`config.mk`:
```
export PLATFORM = sky130hd
export DESIGN_NAME = game_flow_ctrl
export DESIGN_NICKNAME = d
export VERILOG_FILES = /design/src/rtl/game_flow_ctrl.sv
export SDC_FILE = /design/constraint.sdc
export NUM_CORES = 1
export LEC_CHECK = 0
export ABC_AREA = 1
export CAP_MARGIN = 10
export CORE_MARGIN = 8
export CORE_UTILIZATION = 45
export CTS_BUF_LIST = sky130_fd_sc_hd__clkbuf_8
export DETAILED_ROUTE_END_ITERATION = 16
export PLACE_DENSITY = 0.71
export SLEW_MARGIN = 20
export SYNTH_ARGS = -nofsm -noshare
export SYNTH_HDL_FRONTEND = slang
export SYNTH_SLANG_ARGS = --single-unit
```
`constraint.sdc`:
```
create_clock -name clk -period 2 [get_ports clk]
set_input_delay 0.3 -clock clk [delete_from_list [all_inputs] [get_ports clk]]
set_output_delay 0.3 -clock clk [all_outputs]
set_load 0.01 [all_outputs]
```
`src/rtl/game_flow_ctrl.sv`:
```
// game_flow_ctrl
// Game-flow sequencer for the brick-breaker top level. It runs the menu, the
// multi-stage play loop, the stage-clear pause and the win/lose screens. It
// also owns the lives counter, the shared skill-point pool, the per-skill
// cooldown timers and the status LEDs.
//
// Ports:
//   clk, rst          clock, asynchronous active-high reset
//   tick              game-rate enable; every state/counter update waits for it
//   start, ball_lost  one-clk pulses, held pending until the next tick
//   bricks_empty      level, the current stage has no bricks left
//   skill_req         level per skill channel (key held)
//   state             MENU=0 PLAY=1 CLEAR=2 WIN=3 LOSE=4
//   stage             current stage index, 0-based
//   lives             remaining lives
//   skill_points      remaining skill points
//   load_stage        one-clk pulse: brick store loads `stage`
//   skill_fire        one-clk pulse per channel when a skill activates
//   skill_busy        channel cooldown is nonzero
//   led               status LEDs
module game_flow_ctrl #(
    parameter int N_STAGES     = 3,
    parameter int LIVES        = 5,
    parameter int N_SKILLS     = 3,
    parameter int SKILL_POINTS = 3,
    parameter int SKILL_CD     = 40,
    parameter int CLEAR_HOLD   = 20
) (
    input  logic                clk,
    input  logic                rst,
    input  logic                tick,
    input  logic                start,
    input  logic                ball_lost,
    input  logic                bricks_empty,
    input  logic [N_SKILLS-1:0] skill_req,
    output logic [2:0]          state,
    output logic [3:0]          stage,
    output logic [3:0]          lives,
    output logic [3:0]          skill_points,
    output logic                load_stage,
    output logic [N_SKILLS-1:0] skill_fire,
    output logic [N_SKILLS-1:0] skill_busy,
    output logic [15:0]         led
);

    typedef enum logic [2:0] {
        MENU  = 3'd0,
        PLAY  = 3'd1,
        CLEAR = 3'd2,
        WIN   = 3'd3,
        LOSE  = 3'd4
    } state_t;

    localparam logic [3:0] LAST_STAGE = 4'(N_STAGES - 1);
    localparam logic [3:0] LIVES_INIT = 4'(LIVES);
    localparam logic [3:0] PTS_MAX    = 4'(SKILL_POINTS);
    localparam logic [7:0] CD_INIT    = 8'(SKILL_CD);
    localparam logic [7:0] HOLD_END   = 8'(CLEAR_HOLD);

    state_t              state_q, state_d;
    logic [3:0]          stage_q, stage_d;
    logic [3:0]          lives_q, lives_d;
    logic [3:0]          points_q, points_d;
    logic [7:0]          hold_q, hold_d;
    logic [7:0]          cd_q [N_SKILLS];
    logic [7:0]          cd_d [N_SKILLS];
    logic                start_pend_q, start_pend_d;
    logic                lost_pend_q, lost_pend_d;
    logic [N_SKILLS-1:0] req_prev_q, req_prev_d;
    logic                load_stage_q, load_stage_d;
    logic [N_SKILLS-1:0] skill_fire_q, skill_fire_d;

    // State register
    // NOTE: sequential state uses non-blocking assignments so every register
    // samples the pre-edge values; the comb blocks below use blocking.
    // NOTE: the cooldown array is a handful of flops, not a RAM, so it is
    // reset together with the rest of the state.
    always_ff @(posedge clk or posedge rst) begin
        if (rst) begin
            state_q      <= MENU;
            stage_q      <= '0;
            lives_q      <= '0;
            points_q     <= '0;
            hold_q       <= '0;
            cd_q         <= '{default: '0};
            start_pend_q <= 1'b0;
            lost_pend_q  <= 1'b0;
            req_prev_q   <= '0;
            load_stage_q <= 1'b0;
            skill_fire_q <= '0;
        end else begin
            state_q      <= state_d;
            stage_q      <= stage_d;
            lives_q      <= lives_d;
            points_q     <= points_d;
            hold_q       <= hold_d;
            cd_q         <= cd_d;
            start_pend_q <= start_pend_d;
            lost_pend_q  <= lost_pend_d;
            req_prev_q   <= req_prev_d;
            load_stage_q <= load_stage_d;
            skill_fire_q <= skill_fire_d;
        end
    end

    // Next-state logic
    logic       start_now, lost_now, fired;
    logic [7:0] hold_inc;

    // NOTE: every variable gets a default at the top so no path infers a latch.
    always_comb begin
        state_d      = state_q;
        stage_d      = stage_q;
        lives_d      = lives_q;
        points_d     = points_q;
        hold_d       = hold_q;
        cd_d         = cd_q;
        req_prev_d   = req_prev_q;
        load_stage_d = 1'b0;
        skill_fire_d = '0;
        fired        = 1'b0;
        hold_inc     = hold_q + 8'd1;

        // A pulse landing in the same cycle as tick is consumed by that tick.
        start_now    = start_pend_q | start;
        lost_now     = lost_pend_q | ball_lost;
        start_pend_d = start_now;
        lost_pend_d  = lost_now;

        if (tick) begin
            start_pend_d = 1'b0;
            lost_pend_d  = 1'b0;
            req_prev_d   = skill_req;

            if (state_q == PLAY || state_q == CLEAR) begin
                for (int i = 0; i < N_SKILLS; i++) begin
                    if (cd_q[i] != 8'd0) cd_d[i] = cd_q[i] - 8'd1;
                end
            end

            case (state_q)
                MENU: begin
                    if (start_now) begin
                        state_d      = PLAY;
                        stage_d      = '0;
                        lives_d      = LIVES_INIT;
                        points_d     = PTS_MAX;
                        cd_d         = '{default: '0};
                        load_stage_d = 1'b1;
                    end
                end
                PLAY: begin
                    // Lowest eligible rising edge wins; the rest are dropped.
                    if (points_q != 4'd0) begin
                        for (int i = 0; i < N_SKILLS; i++) begin
                            if (!fired && skill_req[i] && !req_prev_q[i] && cd_q[i] == 8'd0) begin
                                fired           = 1'b1;
                                skill_fire_d[i] = 1'b1;
                                cd_d[i]         = CD_INIT;
                                points_d        = points_q - 4'd1;
                            end
                        end
                    end
                    // Clearing the stage takes priority over a lost ball.
                    if (bricks_empty) begin
                        if (stage_q == LAST_STAGE) begin
                            state_d = WIN;
                        end else begin
                            state_d = CLEAR;
                            hold_d  = '0;
                        end
                    end else if (lost_now) begin
                        lives_d = (lives_q != 4'd0) ? lives_q - 4'd1 : 4'd0;
                        if (lives_q <= 4'd1) state_d = LOSE;
                    end
                end
                CLEAR: begin
                    hold_d = hold_inc;
                    if (hold_inc == HOLD_END) begin
                        state_d      = PLAY;
                        load_stage_d = 1'b1;
                        if (stage_q != LAST_STAGE) stage_d = stage_q + 4'd1;
                        if (points_q < PTS_MAX) points_d = points_q + 4'd1;
                    end
                end
                WIN, LOSE: begin
                    if (start_now) state_d = MENU;
                end
                default: state_d = MENU;
            endcase

            if (state_d != state_q && (state_d == MENU || state_d == WIN || state_d == LOSE))
                cd_d = '{default: '0};
        end
    end

    // Output logic
    always_comb begin
        state        = state_q;
        stage        = stage_q;
        lives        = lives_q;
        skill_points = points_q;
        load_stage   = load_stage_q;
        skill_fire   = skill_fire_q;
        for (int i = 0; i < N_SKILLS; i++) skill_busy[i] = (cd_q[i] != 8'd0);

        led = 16'h0000;
        case (state_q)
            PLAY, CLEAR: begin
                // Lives fill upward from bit 0, points fill downward from bit 15.
                for (int i = 0; i < 8; i++) begin
                    led[i]      = (4'(i) < lives_q);
                    led[15 - i] = (4'(i) < points_q);
                end
            end
            WIN:     led = 16'hFFFF;
            LOSE:    led = 16'hAAAA;
            default: led = 16'h0000;
        endcase
    end

endmodule

```
==> results of run 1 <==
## repair_timing
action,4_1_cts,5_1_grt
pin swaps,1,13
resized for setup,59,66
cloned,0,0
setup buffers,5,6
setup endpoints to repair,21,51
hold endpoints to repair,0,0
## layer usage
metal / GRT usage (%) / part of all wire [%] / up-vias
met1: 22.3 / 43 / 1826
met3: 2.32 / 3.3 / 28
met2: 32.1 / 51 / 86
li1: - / - / 1941
met5: 0 / 0 / -
met4: 7.93 / 2.8 / 0
## flip-flops by register name, indices dropped and copies added, names as in the netlist
signal,count
cd_q,24
skill_fire,3
lost_pend_q,1
req_prev_q,3
hold_q,8
lives,4
skill_points,4
load_stage,1
stage,4
state,3
start_pend_q,1
## placed cells by master (no fill, tap or decap), types with 7 or more instances in the layout
cell type	instances
xor2_1	13
clkdlybuf4s50_1	27
o21ai_0	39
ha_1	7
nor2_1	41
inv_2	12
nand2_2	12
buf_4	50
dfrtp_1	52
nand2_1	136
o21ai_1	12
nand4_1	20
nand3_1	34
nor2_4	10
clkbuf_2	7
a21oi_1	17
nor2_2	14
inv_1	57
## per-stage QoR
step / hold slack (ns) / instance area [um2]
finish: 0.202 / 5030
global route: 0.201 / 5030
CTS: 0.200 / 4850
detailed placement: 0.499 / 4720
global placement: 0.491 / 4720
floorplan: 0.421 / 3820
## path summary, 6_finish.rpt
| check | end | depth (start not counted) | start | slack, ns |
|---|---|---|---|---|
| worst max-delay path | cd_q[0]$_DFFE_PP0P_ | 14 | hold_q[0]$_DFFE_PP0P_ | 0.008 |
| worst min-delay path | hold_q[7]$_DFFE_PP0P_ | 2 | rst | 0.20 |
| worst max register to register | cd_q[0]$_DFFE_PP0P_ | 14 | hold_q[0]$_DFFE_PP0P_ | 0.008 |
| worst min register to register | cd_q[8]$_DFFE_PP0P_ | 2 | cd_q[8]$_DFFE_PP0P_ | 0.52 |
| max in group asynchronous | state[1]$_DFFE_PP0P_ | 3 | rst | 1.32 |
| min in group clk | cd_q[8]$_DFFE_PP0P_ | 2 | cd_q[8]$_DFFE_PP0P_ | 0.52 |
## area by class of cell
| cell class | instances | area [um2] |
|---|---|---|
| clock buffer | 5 | 68.8 |
| clock inverter | 2 | 12.5 |
| fill | 739 | 3190 |
| inverter | 69 | 259 |
| multi-input combinational | 403 | 2260 |
| sequential | 56 | 1410 |
| tap | 105 | 131 |
| timing repair buffer | 104 | 891 |
## cell families after synthesis
group / Yosys count / share of synthesized area, %
adder cells (fa/ha/maj): 10 / 3.28
flip-flops: 56 / 36.7
AND/OR/NAND/NOR: 295 / 35.8
AO/OA/AOI/OAI: 81 / 11.2
XOR/XNOR: 17 / 4.10
buffers and inverters: 84 / 8.88
## power by group
group          total [mW]  leakage, nW  switching [mW]  internal, mW
sequential           1.79        0.733           0.348          1.44
combinational        5.26         1.73            3.02          2.24
clock               0.613       0.0400           0.374         0.239
total                7.65         2.51            3.74          3.91
==> flow_summary_export.csv, run 1 <==
group,metric,value,unit
synthesis,ys.flop_type,"dfrtp_1",
routing,antenna_left,0,
power,p_leak,2.51,nW
setup_path,critPathMaxStageDelay,0.43,ns
timing,slew_headroom,65.9,%
synthesis,yosysSeqAreaShare,36.7,%
clock_tree,clock_latency,0.31,ns
timing,rsz0062_at_grt,"true",
floorplanning,initial_core_util,46.4,%
outcome,status,"complete, no violations",
synthesis,ys_types,37,
clock_tree,cts_tree,"built",
setup_path,cp_num_buf_inv,2,
global_routing,grt_pass1_wl,17800,um
clock_tree,cts.sinks,56,
clock_tree,clockBufferDepth,2,
floorplanning,die_w,108,um
synthesis,syn_avg_cell_area,7.03,um2
clock_tree,root_buffer,"clkbuf_8",
setup_path,crit_chain,"ha_4 -> nand2_2 -> inv_2 -> nor2_1 -> nand3_1 -> nor2_2 -> nand3_2 -> nand2_2 -> nand2_2 -> nor2_4 -> nand2_8 -> buf_4 -> nand4_2 -> nand2_1",
timing,setup_viol,0,
synthesis,synth.most_common_cell,"nand2_1",
routing,drc,0,
floorplanning,dieHeight,108,um
flow_run,maxCapViolCount,0,
synthesis,synth_seq_cells,56,
setup_path,cp_data_required_time,2.21,ns
place,io_buffers,46,
place,post-place-ws,-0.0782,ns
global_routing,antenna_found_initial,0,
global_routing,gr-total-overflow,0,
clock_tree,cts.clk_slew.worst_paths,0.10,ns
finish,drive_above_1_share,24.9,%
clock_tree,htree_levels,2,
place,placed_cells,726,
setup_path,crit_type,"reg -> reg",
clock_tree,holdBufCountCts,0,
routing,wire_per_inst,14.2,um
setup_path,cp_top_family,"simple AND/OR/NAND/NOR gates",
routing,drt_pass1_iterations,4,
timing,fmax,502,MHz
finish,areaGrowthSynthToFinish,31.8,%
synthesis,synth.top_cell.area_share,36.7,%
setup_path,critPathCaptureType,"register",
place,routabilityCongestion,0.898,
global_routing,grt_max_degree,28,
floorplanning,dieArea,11700,um2
global_routing,grt_pass1_vias,3845,
timing,finalHoldViolCount,0,
setup_path,critPathLaunchType,"register",
synthesis,synthCells,543,
place,hpwl,7730,um
timing,setup_tns,0,ns
routing,vias,3881,
routing,wirelength,10600,um
synthesis,netlist_top_cells_count,"141 x nand2_1, 65 x inv_1, 56 x dfrtp_1",
setup_path,arrival,2.20,ns
power,total_power,7.65,mW
setup_path,cp_max_fo,17,
finish,fin_cells,744,
synthesis,syn_area,3820,um2
timing,min_period,1.99,ns
synthesis,synthArstFlopShare,100,%
min_path,hp-class,"in -> async",
routing,drt-vias-per-instance,5.22,
finish,final_util,61.2,%
clock_tree,cts_buffers,5,
power,p_per_area,1520,nW/um2
finish,layout.nets,658,
synthesis,yosysWarnings,0,
power,peakVddDrop,0.864,mV
setup_path,cpMostUsedCell,"nand2_2",
synthesis,synth_nets,562,
synthesis,synth_edf_count,0,
floorplanning,num_io_pins,47,
timing,fin_ws,0.00839,ns
finish,antenna-diode-count,0,
timing,fin_crit_sh,99.6,%
synthesis,synth_area_leaders,"dfrtp_1 37%, nand2_1 14%, inv_1 6.4%",
timing,worst_pin_slew,0.506,ns
global_routing,track_usage,18.4,%
timing,slew_viol_final,0,
timing,clock_skew,0.00729,ns
floorplanning,num_rows,33,
routing,drt_iter0_markers,176,
synthesis,yosysTopAreaCell,"dfrtp_1",
setup_path,critPathSlowestCell,"dfrtp_1",
floorplanning,core,8220,um2
Power figures use the tool's default switching activity.
==> inputs of run 2 (changes only) <==
Settings changed: CTS_BUF_LIST sky130_fd_sc_hd__clkbuf_8 to sky130_fd_sc_hd__clkbuf_4.
==> flow_summary_export.csv, run 2 (same netlist as run 1, synthesis figures left out) <==
group,metric,value,unit
routing,drt-vias-per-instance,5.25,
setup_path,critPathMaxStageDelay,0.50,ns
global_routing,antenna_found_initial,0,
global_routing,gr-total-overflow,0,
clock_tree,cts.sinks,56,
place,io_buffers,46,
power,peakVddDrop,0.903,mV
setup_path,cp_max_fo,4,
timing,slew_headroom,66.8,%
power,p_leak,2.55,nW
clock_tree,htree_levels,2,
timing,fin_ws,0.00816,ns
finish,mostFrequentLayoutCells,"135 x nand2_1, 55 x inv_1, 51 x dfrtp_1",
setup_path,arrival,1.69,ns
timing,fin_crit_sh,99.6,%
routing,wirelength,10800,um
global_routing,grt_pass1_vias,3835,
finish,layout.nets,661,
floorplanning,num_io_pins,47,
finish,top_register,"cd_q",
global_routing,met3_usage,2.38,%
min_path,hp-class,"in -> async",
setup_path,cp_num_buf_inv,3,
timing,holdWs,0.101,ns
power,p_per_area,1530,nW/um2
setup_path,crit_type,"reg -> out",
timing,finalHoldViolCount,0,
timing,slew_viol_final,0,
timing,worst_pin_slew,0.493,ns
clock_tree,root_buffer,"clkbuf_4",
timing,min_period,1.99,ns
setup_path,crit_chain,"nor2_4 -> nand2_2 -> nand2_4 -> inv_4 -> nor2_4 -> inv_2 -> o21ai_2 -> buf_2",
floorplanning,dieHeight,108,um
clock_tree,clockBufferDepth,2,
floorplanning,core,8220,um2
finish,antenna-diode-count,0,
routing,drt_iter0_markers,200,
finish,reg.largest.list,"cd_q (24), hold_q (8)",
global_routing,grt_pass1_wl,17800,um
setup_path,critPathSlowestCell,"dfrtp_2",
flow_run,maxCapViolCount,0,
finish,largest_register_ffs,24,
setup_path,critPathCaptureType,"output pin",
outcome,status,"complete, no violations",
setup_path,cp_top_family,"flip-flops",
place,hpwl,7730,um
floorplanning,initial_core_util,46.4,%
routing,drt_pass1_iterations,5,
global_routing,track_usage,18.4,%
routing,wire_per_inst,14.4,um
finish,final_cell_area,5100,um2
routing,antenna_left,0,
clock_tree,holdBufCountCts,0,
setup_path,critPathLaunchType,"register",
timing,fmax,502,MHz
routing,drc,0,
power,total_power,7.79,mW
global_routing,use_met1,22.4,%
finish,fin_cells,747,
setup_path,cpMostUsedCell,"nor2_4",
finish,final_util,62.1,%
finish,areaGrowthSynthToFinish,33.6,%
timing,setup_viol,0,
setup_path,cp_data_required_time,1.70,ns
place,post-place-ws,-0.0782,ns
floorplanning,num_rows,33,
clock_tree,cts_tree,"built",
place,routabilityCongestion,0.898,
place,placed_cells,726,
place,place_area,4720,um2
clock_tree,cts.clk_slew.worst_paths,0.17,ns
global_routing,grt_use_met2,32.2,%
clock_tree,cts_buffers,5,
timing,clock_skew,0.0173,ns
timing,setup_tns,0,ns
finish,final_common_cell,"nand2_1",
timing,rsz0062_at_grt,"true",
routing,vias,3924,
finish,drive_above_1_share,27.6,%
global_routing,busiest_layer,"met2",
floorplanning,dieArea,11700,um2
global_routing,grt_max_degree,28,
clock_tree,clock_latency,0.39,ns
floorplanning,die_w,108,um
## run 2: cell types whose count changed in the layout (fill, tap and decap cells not counted), moves of 4 or more
| cell | change |
|---|---|
| o21ai_2 | +4 |
| buf_6 | +4 |
| clkbuf_4 | +5 |
| clkbuf_8 | -5 |
| nor2_4 | +4 |
| nand2_4 | +4 |
| buf_2 | +9 |
| dlygate4sd2_1 | -5 |
| o21ai_0 | -6 |
| clkbuf_2 | -4 |
## run 2: final timing paths
path	to	slack (ns)	startpoint	cells past startpoint
hold / removal	hold_q[7]$_DFFE_PP0P_	0.10	rst	2
hold reg to reg	cd_q[15]$_DFFE_PP0P_	0.53	cd_q[15]$_DFFE_PP0P_	2
min in group clk	req_prev_q[1]$_DFFE_PP0P_	0.50	skill_req[1]	3
max in group asynchronous	state[2]$_DFFE_PP0P_	1.42	rst	3
setup / recovery	led[5]	0.008	state[0]$_DFFE_PP0P_	8
setup reg to reg	cd_q[17]$_DFFE_PP0P_	0.03	hold_q[1]$_DFFE_PP0P_	14
## run 2: per-layer routing
layer | vias up | wire length (um)
met1 | 1862 | 4640
met2 | 85 | 5520
met5 | - | 0
met4 | 0 | 230
li1 | 1956 | -
met3 | 21 | 378
## run 2: worst reg2reg max path, stage by stage (launching register included)
cell and delay [ns]:
dfrtp_1 0.46, ha_4 0.19, nand2_1 0.06, inv_1 0.05, nor2_1 0.08, nand3_1 0.09
nor2_2 0.17, nand3_2 0.08, nand2_2 0.10, nand2_4 0.06, nor2_4 0.10, nand2_4 0.11
buf_12 0.16, nand4_1 0.09, nand2_1 0.06
## run 2: area by class of cell
cell class / instances / area [um2]
fillers: 731 / 3120
multi-input cells: 403 / 2310
flip-flops and latches: 56 / 1410
repair buffers: 107 / 928
inverters: 69 / 267
well taps: 105 / 131
clock buffers: 5 / 37.5
clock inverters: 2 / 12.5
## run 2: timing repair
action	in CTS	in global routing
gates resized for setup	86	85
buffers inserted	7	8
setup endpoints to repair	22	54
pin swaps	5	24
## run 2: power by group
group          total, mW  switching, mW  internal, mW
Combinational       5.50           3.12          2.38
Sequential          1.80          0.361          1.44
Clock              0.500          0.370         0.129
Total               7.79           3.85          3.95
==> inputs of run 3 (changes only) <==
Settings changed: ABC_CLOCK_PERIOD_IN_PS set to 2000, CORE_MARGIN 8 to unset.
==> flow_summary_export.csv, run 3 (same netlist as run 1, synthesis figures left out) <==
group,metric,value,unit
outcome,status,"complete, but fails checks",
outcome,violations,"setup timing",
global_routing,grt_max_degree,36,
power,peakVddDrop,0.941,mV
setup_path,arrival,1.72,ns
power,p_per_area,1550,nW/um2
finish,layout.nets,683,
routing,wirelength,11000,um
setup_path,cp_top_family,"buffers and inverters",
timing,clock_skew,0.0160,ns
power,intPower,4.20,mW
power,seq_power_share,21.6,%
timing,fmax,496,MHz
finish,final_util,64.4,%
setup_path,cp_max_fo,7,
routing,drt-vias-per-instance,5.37,
finish,mostFrequentLayoutCells,"136 x nand2_1, 70 x buf_4, 55 x inv_1",
finish,final_common_cell,"nand2_1",
power,pwr-share-clk,6.6,%
timing,slew_viol_final,0,
finish,reg.largest.list,"cd_q (24), hold_q (8)",
place,hpwl,7320,um
setup_path,critPathSlowestCell,"dfrtp_2",
place,placed_cells,729,
finish,fill_cells,690,
timing,setup_viol,3,
floorplanning,dieArea,8850,um2
setup_path,r2r_setup_slack,0.02,ns
setup_path,rr_worst_depth,14,
floorplanning,num_io_pins,47,
setup_path,worstReg2RegEnd,"cd_q[17]$_DFFE_PP0P_",
clock_tree,holdBufCountCts,0,
timing,worst_pin_slew,0.615,ns
clock_tree,root_buffer,"clkbuf_4",
setup_path,critPathLaunchType,"register",
clock_tree,htree_levels,2,
flow_run,maxCapViolCount,0,
setup_path,critPathCaptureType,"output pin",
routing,drc,0,
clock_tree,cts.clk_slew.worst_paths,0.17,ns
clock_tree,clock_latency,0.39,ns
floorplanning,dieHeight,94.1,um
place,io_buffers,46,
timing,min_period,2.02,ns
power,power_frac_comb,71.8,%
floorplanning,core,8220,um2
power,swShare,48.8,%
timing,fin_ws,-0.0150,ns
routing,vias,4132,
clock_tree,cts_buffers,5,
power,p_leak,2.66,nW
clock_tree,cts.sinks,56,
finish,final_cell_area,5290,um2
routing,antenna_left,0,
timing,finalHoldViolCount,0,
floorplanning,initial_core_util,46.4,%
setup_path,worstReg2RegStart,"hold_q[0]$_DFFE_PP0P_",
finish,top_register,"cd_q",
global_routing,antenna_found_initial,0,
clock_tree,clockBufferDepth,2,
finish,drive_above_1_share,30.7,%
setup_path,crit_chain,"buf_6 -> buf_4 -> nand2_2 -> nand2_2 -> inv_4 -> buf_6 -> o21ai_1 -> buf_2",
setup_path,cp_data_required_time,1.70,ns
setup_path,crit_type,"reg -> out",
routing,drt_pass1_iterations,5,
place,routabilityCongestion,0.862,
finish,largest_register_ffs,24,
global_routing,track_usage,23.8,%
timing,rsz0062_at_grt,"true",
timing,holdWs,0.147,ns
finish,fin_cells,770,
finish,antenna-diode-count,0,
finish,areaGrowthSynthToFinish,38.7,%
timing,slew_headroom,58.6,%
setup_path,critPathMaxStageDelay,0.51,ns
power,power.switching,4.01,mW
setup_path,cp_num_buf_inv,5,
global_routing,grt_pass1_vias,3669,
place,place_area,4730,um2
place,post-place-ws,-0.0526,ns
routing,wire_per_inst,14.3,um
timing,fin_crit_sh,101,%
global_routing,grt_pass1_wl,16600,um
floorplanning,die_w,94.1,um
routing,drt_iter0_markers,284,
global_routing,gr-total-overflow,0,
floorplanning,num_rows,33,
min_path,hp-class,"in -> async",
clock_tree,cts_tree,"built",
-- run 3: metrics by stage --
step / setup TNS (ns) / total power [mW]
2_1_floorplan: 0 / 4.64
3_3_place_gp: -0.00808 / 6.59
3_5_place_dp: -0.422 / 6.67
4_1_cts: -0.105 / 7.38
5_1_grt: -1.64 / 8.85
6_report: -0.0260 / 8.22
-- run 3: worst max path at each step --
stage                         start      to  depth (start not counted)
3_3_place_gp   state[0]$_DFFE_PP0P_  led[7]                          7
2_1_floorplan  state[0]$_DFFE_PP0P_  led[5]                          9
6_report       state[2]$_DFFE_PP0P_  led[1]                          8
3_5_place_dp   state[0]$_DFFE_PP0P_  led[6]                          8
5_1_grt        state[1]$_DFFE_PP0P_  led[1]                          8
4_1_cts        state[2]$_DFFE_PP0P_  led[5]                          8
-- run 3: worst reg2reg max path, delay by kind of cell (launching register included) --
kind / cells / cell delay (ns)
buf+inv: 2 / 0.21
simple gates: 11 / 1.06
fa+ha+maj: 1 / 0.22
flops: 1 / 0.42
-- run 3: power groups by stage --
stage	Sequential, mW	Combinational, mW	Clock [mW]
after detailed placement	1.77	4.90	0
after global placement	1.76	4.83	0
after global routing	1.81	6.45	0.592
final	1.77	5.90	0.542
after CTS	1.73	5.09	0.559
after floorplan	1.76	2.88	0
-- run 3: what timing repair did --
action	in CTS	in global routing
buffers inserted	17	16
endpoints found under the hold margin	0	0
cloned	0	0
resized for setup	85	95
setup endpoints to repair	31	51
pin swaps	6	15
-- run 3: per-layer routing --
metal | track usage [%] | up-vias | share of wire (%)
met2 | 40.6 | 116 | 51
met4 | 7.95 | 0 | 2.2
met5 | 0 | - | 0
met1 | 30.9 | 1984 | 43
li1 | - | 2003 | -
met3 | 3.32 | 29 | 4.1
-- run 3: layout make-up --
cell class / instances / area (um2) / area share [%]
tap: 105 / 131 / 2.48
sequential: 56 / 1410 / 26.6
clock buffer: 6 / 45.0 / 0.851
clock inverter: 2 / 16.3 / 0.307
timing repair buffer: 129 / 1080 / 20.4
inverter: 69 / 267 / 5.04
multi-input combinational: 403 / 2350 / 44.3
